File: src/rtl/fetch_queue.sv
// Instruction fetch unit: one outstanding memory read at a time, feeding a
// DEPTH-entry FIFO of {instr, pc+4}; redirects flush the queue and retarget fetch.
module fetch_queue #(
    parameter int unsigned DEPTH    = 4,
    parameter logic [31:0] RESET_PC = 32'h0000_0000
) (
    input  logic        clk,
    input  logic        reset,
    output logic        mem_req,
    output logic [31:0] mem_addr,
    input  logic        mem_ready,
    input  logic [31:0] mem_rdata,
    input  logic        stall,
    input  logic        redirect,
    input  logic [31:0] redirect_pc,
    output logic        out_valid,
    output logic [31:0] out_instr,
    output logic [31:0] out_pc_plus4
);
    localparam int unsigned PTR_W = (DEPTH > 1) ? $clog2(DEPTH) : 1;
    localparam int unsigned CNT_W = PTR_W + 1;
    localparam logic [CNT_W-1:0] FULL = CNT_W'(DEPTH);

    typedef enum logic [1:0] { IDLE, REQ, DROP } state_t;

    state_t           state, state_next;
    logic [31:0]      fetch_pc, fetch_pc_next, drop_addr;
    logic [PTR_W-1:0] wr_ptr, rd_ptr;
    logic [CNT_W-1:0] count, count_next;
    logic [31:0]      instr_q [DEPTH];
    logic [31:0]      pc4_q   [DEPTH];
    logic             push, pop;

    assign out_valid    = (count != '0);
    assign out_instr    = out_valid ? instr_q[rd_ptr] : 32'h0;
    assign out_pc_plus4 = out_valid ? pc4_q[rd_ptr]   : 32'h0;

    assign pop  = out_valid && !stall && !redirect;
    assign push = (state == REQ) && mem_ready && !redirect;

    always_comb begin
        count_next = count;
        if (redirect) begin
            count_next = '0;
        end else if (push && !pop) begin
            count_next = count + CNT_W'(1);
        end else if (pop && !push) begin
            count_next = count - CNT_W'(1);
        end
    end

    // Decisions use the post-edge count so issue restarts as soon as a slot frees.
    always_comb begin
        state_next    = state;
        fetch_pc_next = fetch_pc;
        mem_req       = 1'b0;
        mem_addr      = fetch_pc;
        case (state)
            IDLE: begin
                if (!redirect && (count_next < FULL)) begin
                    state_next = REQ;
                end
            end
            REQ: begin
                mem_req = 1'b1;
                if (redirect) begin
                    state_next = mem_ready ? IDLE : DROP;
                end else if (mem_ready) begin
                    fetch_pc_next = fetch_pc + 32'd4;
                    state_next    = (count_next < FULL) ? REQ : IDLE;
                end
            end
            DROP: begin
                mem_req  = 1'b1;
                mem_addr = drop_addr;
                if (mem_ready) begin
                    state_next = IDLE;
                end
            end
            default: state_next = IDLE;
        endcase
        if (redirect) begin
            fetch_pc_next = redirect_pc;
        end
    end

    always_ff @(posedge clk or negedge reset) begin
        if (!reset) begin
            state    <= IDLE;
            fetch_pc <= RESET_PC;
            count    <= '0;
            wr_ptr   <= '0;
            rd_ptr   <= '0;
        end else begin
            state    <= state_next;
            fetch_pc <= fetch_pc_next;
            count    <= count_next;
            if (redirect) begin
                wr_ptr <= '0;
                rd_ptr <= '0;
            end else begin
                if (push) wr_ptr <= wr_ptr + PTR_W'(1);
                if (pop)  rd_ptr <= rd_ptr + PTR_W'(1);
            end
        end
    end

    // Storage and the in-flight address of an abandoned request need no reset.
    always_ff @(posedge clk) begin
        if (push) begin
            instr_q[wr_ptr] <= mem_rdata;
            pc4_q[wr_ptr]   <= fetch_pc + 32'd4;
        end
        if ((state == REQ) && redirect && !mem_ready) begin
            drop_addr <= fetch_pc;
        end
    end
endmodule

File: config.mk
export PLATFORM = sky130hd
export DESIGN_NAME = fetch_queue
export DESIGN_NICKNAME = d
export VERILOG_FILES = /design/src/rtl/fetch_queue.sv
export SDC_FILE = /design/constraint.sdc
export NUM_CORES = 1
export LEC_CHECK = 0
export CAP_MARGIN = 0
export CORE_MARGIN = 5
export CORE_UTILIZATION = 56
export CTS_CLUSTER_SIZE = 16
export DETAILED_ROUTE_END_ITERATION = 8
export PLACE_DENSITY = 0.8
export REMOVE_ABC_BUFFERS = 1
export SYNTH_ARGS = -nofsm -noshare
export SYNTH_HDL_FRONTEND = slang
export SYNTH_SLANG_ARGS = --single-unit
File: constraint.sdc
create_clock -name clk -period 4.9 [get_ports clk]
set_clock_uncertainty 0.15 [all_clocks]
set_input_delay 0.98 -clock clk [delete_from_list [all_inputs] [get_ports clk]]
set_output_delay 0.98 -clock clk [all_outputs]
set_load 0.03 [all_outputs]
==> impl_results.html <==
<table>
<tr><th>Metric</th><th>Value</th></tr>
<tr><th colspan="2">STA</th></tr>
<tr><td>Final Setup Violations</td><td>0</td></tr>
<tr><td>Fraction of the cycle the final worst path needs</td><td>about 83%</td></tr>
<tr><td>Top achievable clock speed</td><td>approximately 0.25 GHz</td></tr>
<tr><td>Post-layout min period</td><td>roughly 4 ns</td></tr>
<tr><td>Total negative slack for setup checks</td><td>0 ns</td></tr>
<tr><td>Max-slew headroom at the worst pin</td><td>about 23%</td></tr>
<tr><td>Number of max-slew violations in the final report</td><td>0</td></tr>
<tr><td>Unrepaired setup endpoints after global routing</td><td>no</td></tr>
<tr><td>Post-route worst hold slack</td><td>~0.37 ns</td></tr>
<tr><td>Worst-Margin Slew</td><td>1.15 ns</td></tr>
<tr><td>Final-report hold violation count</td><td>0</td></tr>
<tr><th colspan="2">Global route</th></tr>
<tr><td>Gr ovfl total</td><td>0</td></tr>
<tr><td>GR Util met1</td><td>29.6%</td></tr>
<tr><td>Highest-utilization routing layer at the global route stage</td><td>met2</td></tr>
<tr><td>Number of global-route vias before repair</td><td>8,247</td></tr>
<tr><td>Global Route met3 Usage</td><td>roughly 3.7%</td></tr>
<tr><td>Global-route met2 utilization</td><td>33.8%</td></tr>
<tr><td>Wire length of the first global-routing pass</td><td>~46 mm</td></tr>
<tr><td>Global Route Usage Sum</td><td>between 20% and 30%</td></tr>
<tr><td>Largest net degree at the start of global routing</td><td>between 60 and 70</td></tr>
<tr><td>Initial antenna violation count</td><td>0</td></tr>
<tr><th colspan="2">Synth</th></tr>
<tr><td>Synthesized area divided by synthesized cell count</td><td>roughly 16 sq um</td></tr>
<tr><td>Number of flip-flops and latches in the synthesized netlist</td><td>around 330</td></tr>
<tr><td>Main flop type after synthesis</td><td>edfxtp_1</td></tr>
<tr><td>Cell area after technology mapping</td><td>approximately 0.014 sq mm</td></tr>
<tr><td>Number of enable-type register cells in the synthesized netlist</td><td>about 290</td></tr>
<tr><td>Sequential element share of the synthesized area</td><td>68.6%</td></tr>
<tr><td>Syn Inst Count</td><td>roughly 870</td></tr>
<tr><td>Count of yosys warnings during synthesis</td><td>0</td></tr>
<tr><td>Async set-or-reset flop fraction in the synthesized netlist</td><td>12.5%</td></tr>
<tr><td>Count of distinct cell types in the synthesized netlist</td><td>53</td></tr>
<tr><th colspan="2">Power and ir drop</th></tr>
<tr><td>Leakage power of the design</td><td>about 5.5 nW</td></tr>
<tr><td>Peak supply drop</td><td>between 0.3 and 0.4 mV</td></tr>
<tr><td>Pwr dens</td><td>~530 mW/mm^2</td></tr>
<tr><th colspan="2">Route</th></tr>
<tr><td>Initial DRC Count</td><td>564</td></tr>
<tr><td>Count of unresolved DRC violations after routing</td><td>0</td></tr>
<tr><td>Per-cell routed wire length</td><td>about 22 um</td></tr>
<tr><td>Via count</td><td>between 8,000 and 9,000</td></tr>
<tr><td>Number of iterations in the first detailed-routing pass</td><td>5</td></tr>
<tr><td>Final wirelength</td><td>a little under 30 mm</td></tr>
<tr><td>Remaining number of nets flagged by the antenna check after routing</td><td>0</td></tr>
<tr><td>Vias per Instance</td><td>5.92</td></tr>
<tr><th colspan="2">Clock network</th></tr>
<tr><td>Level count of the clock H-tree</td><td>2</td></tr>
<tr><td>CTS root buffer</td><td>clkbuf_16</td></tr>
<tr><td>TritonCTS clock tree</td><td>built</td></tr>
<tr><td>Clock buffer count from CTS</td><td>35</td></tr>
<tr><td># resized after CTS</td><td>0</td></tr>
<tr><td>CTS max path bufs</td><td>3</td></tr>
<tr><td>Hold-fix buffers, CTS</td><td>0</td></tr>
<tr><td>Number of buffers inserted by post-CTS setup repair</td><td>0</td></tr>
<tr><td>Clock latency of the later-clocked register in the worst-skew pair</td><td>around 0.50 ns</td></tr>
<tr><td>Sink Count</td><td>between 300 and 400</td></tr>
<tr><td>Post-CTS clock slew at the launch and capture registers of the worst setup and hold paths</td><td>0.06 ns</td></tr>
<tr><th colspan="2">Worst setup path</th></tr>
<tr><td>Worst Setup Path Type</td><td>flop to primary output</td></tr>
<tr><td>Buffers plus inverters on the worst setup path</td><td>2</td></tr>
<tr><td>Crit Path Max Fanout</td><td>25</td></tr>
<tr><td>Kind of end point of the critical path</td><td>primary output</td></tr>
<tr><td>Sequence of cells on the critical path</td><td>buf_4 &gt; mux4_2 &gt; nor2b_1 &gt; clkdlybuf4s50_1</td></tr>
<tr><td>Top cell family by delay on the critical path</td><td>buffers and inverters</td></tr>
<tr><td>Data arrival, critical path</td><td>between 2 and 3 ns</td></tr>
<tr><td>Data required time at the worst endpoint</td><td>3.77 ns</td></tr>
<tr><td>Highest-delay cell along the critical path</td><td>dfrtp_4</td></tr>
<tr><td>Maximum single-stage delay on the critical path</td><td>~0.75 ns</td></tr>
<tr><td>Category of the worst setup path launch point</td><td>flop</td></tr>
<tr><th colspan="2">Placement</th></tr>
<tr><td>Last weighted congestion value of the routability-driven placer</td><td>between 0.8 and 0.9</td></tr>
<tr><td>Post-detail-place hpwl</td><td>around 18 mm</td></tr>
<tr><td>Buffers on Ports</td><td>166</td></tr>
<tr><th colspan="2">Cells and area</th></tr>
<tr><td>Area Overhead vs Synth</td><td>21.7%</td></tr>
<tr><td>Final core occ</td><td>between 60% and 70%</td></tr>
<tr><td>Ratio of cells with drive above 1 in the final layout</td><td>~16%</td></tr>
<tr><td>Most frequent cells in the layout</td><td>edfxtp_1 (288), clkdlybuf4s50_1 (164), mux4_2 (64), nor2b_1 (64), nand2_1 (43)</td></tr>
<tr><td>Most common library cell in the layout ignoring fill and taps</td><td>edfxtp_1</td></tr>
<tr><td>Net count of the finished layout</td><td>between 1,000 and 1,500</td></tr>
<tr><td>Diode count</td><td>0</td></tr>
<tr><th colspan="2">Flow run</th></tr>
<tr><td>Max_cap viols</td><td>0</td></tr>
<tr><th colspan="2">Run status</th></tr>
<tr><td>Outcome</td><td>complete, no violations</td></tr>
<tr><th colspan="2">Floorplanning</th></tr>
<tr><td>Ports</td><td>167</td></tr>
<tr><td>Die height</td><td>approximately 170 um</td></tr>
<tr><td>Area of the core region</td><td>around 0.025 sq mm</td></tr>
<tr><td>Starting density of the core</td><td>around 57%</td></tr>
<tr><td>Total Die Area</td><td>roughly 0.028 sq mm</td></tr>
<tr><td>Num rows</td><td>58</td></tr>
<tr><td>X dimension of the die</td><td>between 150 and 200 um</td></tr>
<tr><th colspan="2">Hold path</th></tr>
<tr><td>Worst min-delay path category</td><td>flop to flop</td></tr>
</table>
[layout make-up]
type                       count  area (sq um)
inverter                      18          67.6
multi-input combinational    462          4160
tap                          330           413
sequential                   329          9680
clock buffer                  44           950
timing repair buffer         176          1750
clock inverter                17           161
fill                        1705          7780
[logic make-up after synthesis]
logic type | after synthesis | share of synthesized area, %
adder cells (fa/ha/maj) | 12 | 1.05
buffers and inverters | 76 | 2.18
XOR/XNOR | 43 | 2.67
AO/OA/AOI/OAI | 68 | 3.18
flip-flops | 329 | 68.6
multiplexers | 95 | 12.7
AND/OR/NAND/NOR | 244 | 9.70
[synth_stat cells, types with 3 or more instances]
| master | instances | area share [%] |
|---|---|---|
| and4_1 | 4 | 0.25 |
| inv_1 | 18 | 0.48 |
| edfxtp_1 | 288 | 61 |
| a31oi_1 | 15 | 0.66 |
| and2_1 | 7 | 0.31 |
| buf_2 | 15 | 0.53 |
| nor3_1 | 12 | 0.43 |
| or4_1 | 13 | 0.69 |
| buf_1 | 8 | 0.21 |
| ha_1 | 11 | 0.98 |
| o211ai_1 | 4 | 0.21 |
| o21ai_0 | 19 | 0.67 |
| nand3_1 | 18 | 0.64 |
| nand4_1 | 20 | 0.89 |
| nor2b_1 | 65 | 2.9 |
| a21oi_1 | 4 | 0.14 |
| o31ai_1 | 11 | 0.59 |
| xor2_1 | 11 | 0.68 |
| mux4_2 | 64 | 10 |
| nand2_1 | 43 | 1.1 |
| mux2_2 | 29 | 2.3 |
| dfrtp_1 | 41 | 7.3 |
| nor2_1 | 34 | 0.90 |
| or3_1 | 3 | 0.13 |
| and3_1 | 3 | 0.13 |
| xnor2_1 | 32 | 2.0 |
| nor4_1 | 10 | 0.44 |
| clkbuf_1 | 34 | 0.90 |
[worst register-to-register path, delay by kind of cell (launching register included)]
kind             cells  cell delay (ns)
flip-flops           1             0.53
XOR/XNOR             1             0.34
AND/OR/NAND/NOR      3             1.84
[stage by stage]
| stage | total power [W] | std cells | instance area, sq um | setup slack, ns |
|---|---|---|---|---|
| 5_1_grt | 0.00958 | 1376 | 17200 | 0.609 |
| 4_1_cts | 0.00928 | 1376 | 17200 | 0.729 |
| 3_5_place_dp | 0.00675 | 1315 | 16100 | 1.22 |
| 3_3_place_gp | 0.00670 | 1315 | 16100 | 1.29 |
| 6_report | 0.00919 | 1376 | 17200 | 0.825 |
| 2_1_floorplan | 0.00547 | 809 | 13900 | 0.176 |
[sequential cells by signal, indices dropped and copies added, names as in the netlist]
| signal | flops |
|---|---|
| instr_q | 128 |
| pc4_q | 128 |
| drop_addr | 32 |
| fetch_pc | 32 |
| count | 3 |
| rd_ptr | 2 |
| state | 2 |
| wr_ptr | 2 |
[worst paths after layout]
path | from | endpoint | slack, ns | cells after the start
min in group asynchronous | reset | fetch_pc[19]$_DFFE_PN0P_ | 0.51 | 1
max | rd_ptr[0]$_DFFE_PN0P_ | out_instr[21] | 0.82 | 4
max in group asynchronous | reset | rd_ptr[0]$_DFFE_PN0P_ | 3.35 | 1
min | fetch_pc[28]$_DFFE_PN0P_ | drop_addr[28]$_DFFE_PP_ | 0.37 | 0
min reg2reg | fetch_pc[28]$_DFFE_PN0P_ | drop_addr[28]$_DFFE_PP_ | 0.37 | 0
max reg2reg | fetch_pc[5]$_DFFE_PN0P_ | pc4_q[2][16]$_DFFE_PP_ | 1.81 | 4
[per-layer routing]
| metal | wire length (um) | up-vias |
|---|---|---|
| li1 | - | 3672 |
| met1 | 12500 | 4136 |
| met2 | 14500 | 296 |
| met3 | 2000 | 47 |
| met4 | 570 | 0 |
| met5 | 0 | - |
[power by group]
group / switching [W] / internal, W / total [W]
clock: 0.00101 / 0.00153 / 0.00254
sequential: 0.000195 / 0.00328 / 0.00347
combinational: 0.00179 / 0.00139 / 0.00318
total: 0.00300 / 0.00619 / 0.00919
(Power assumes the default switching activity.)
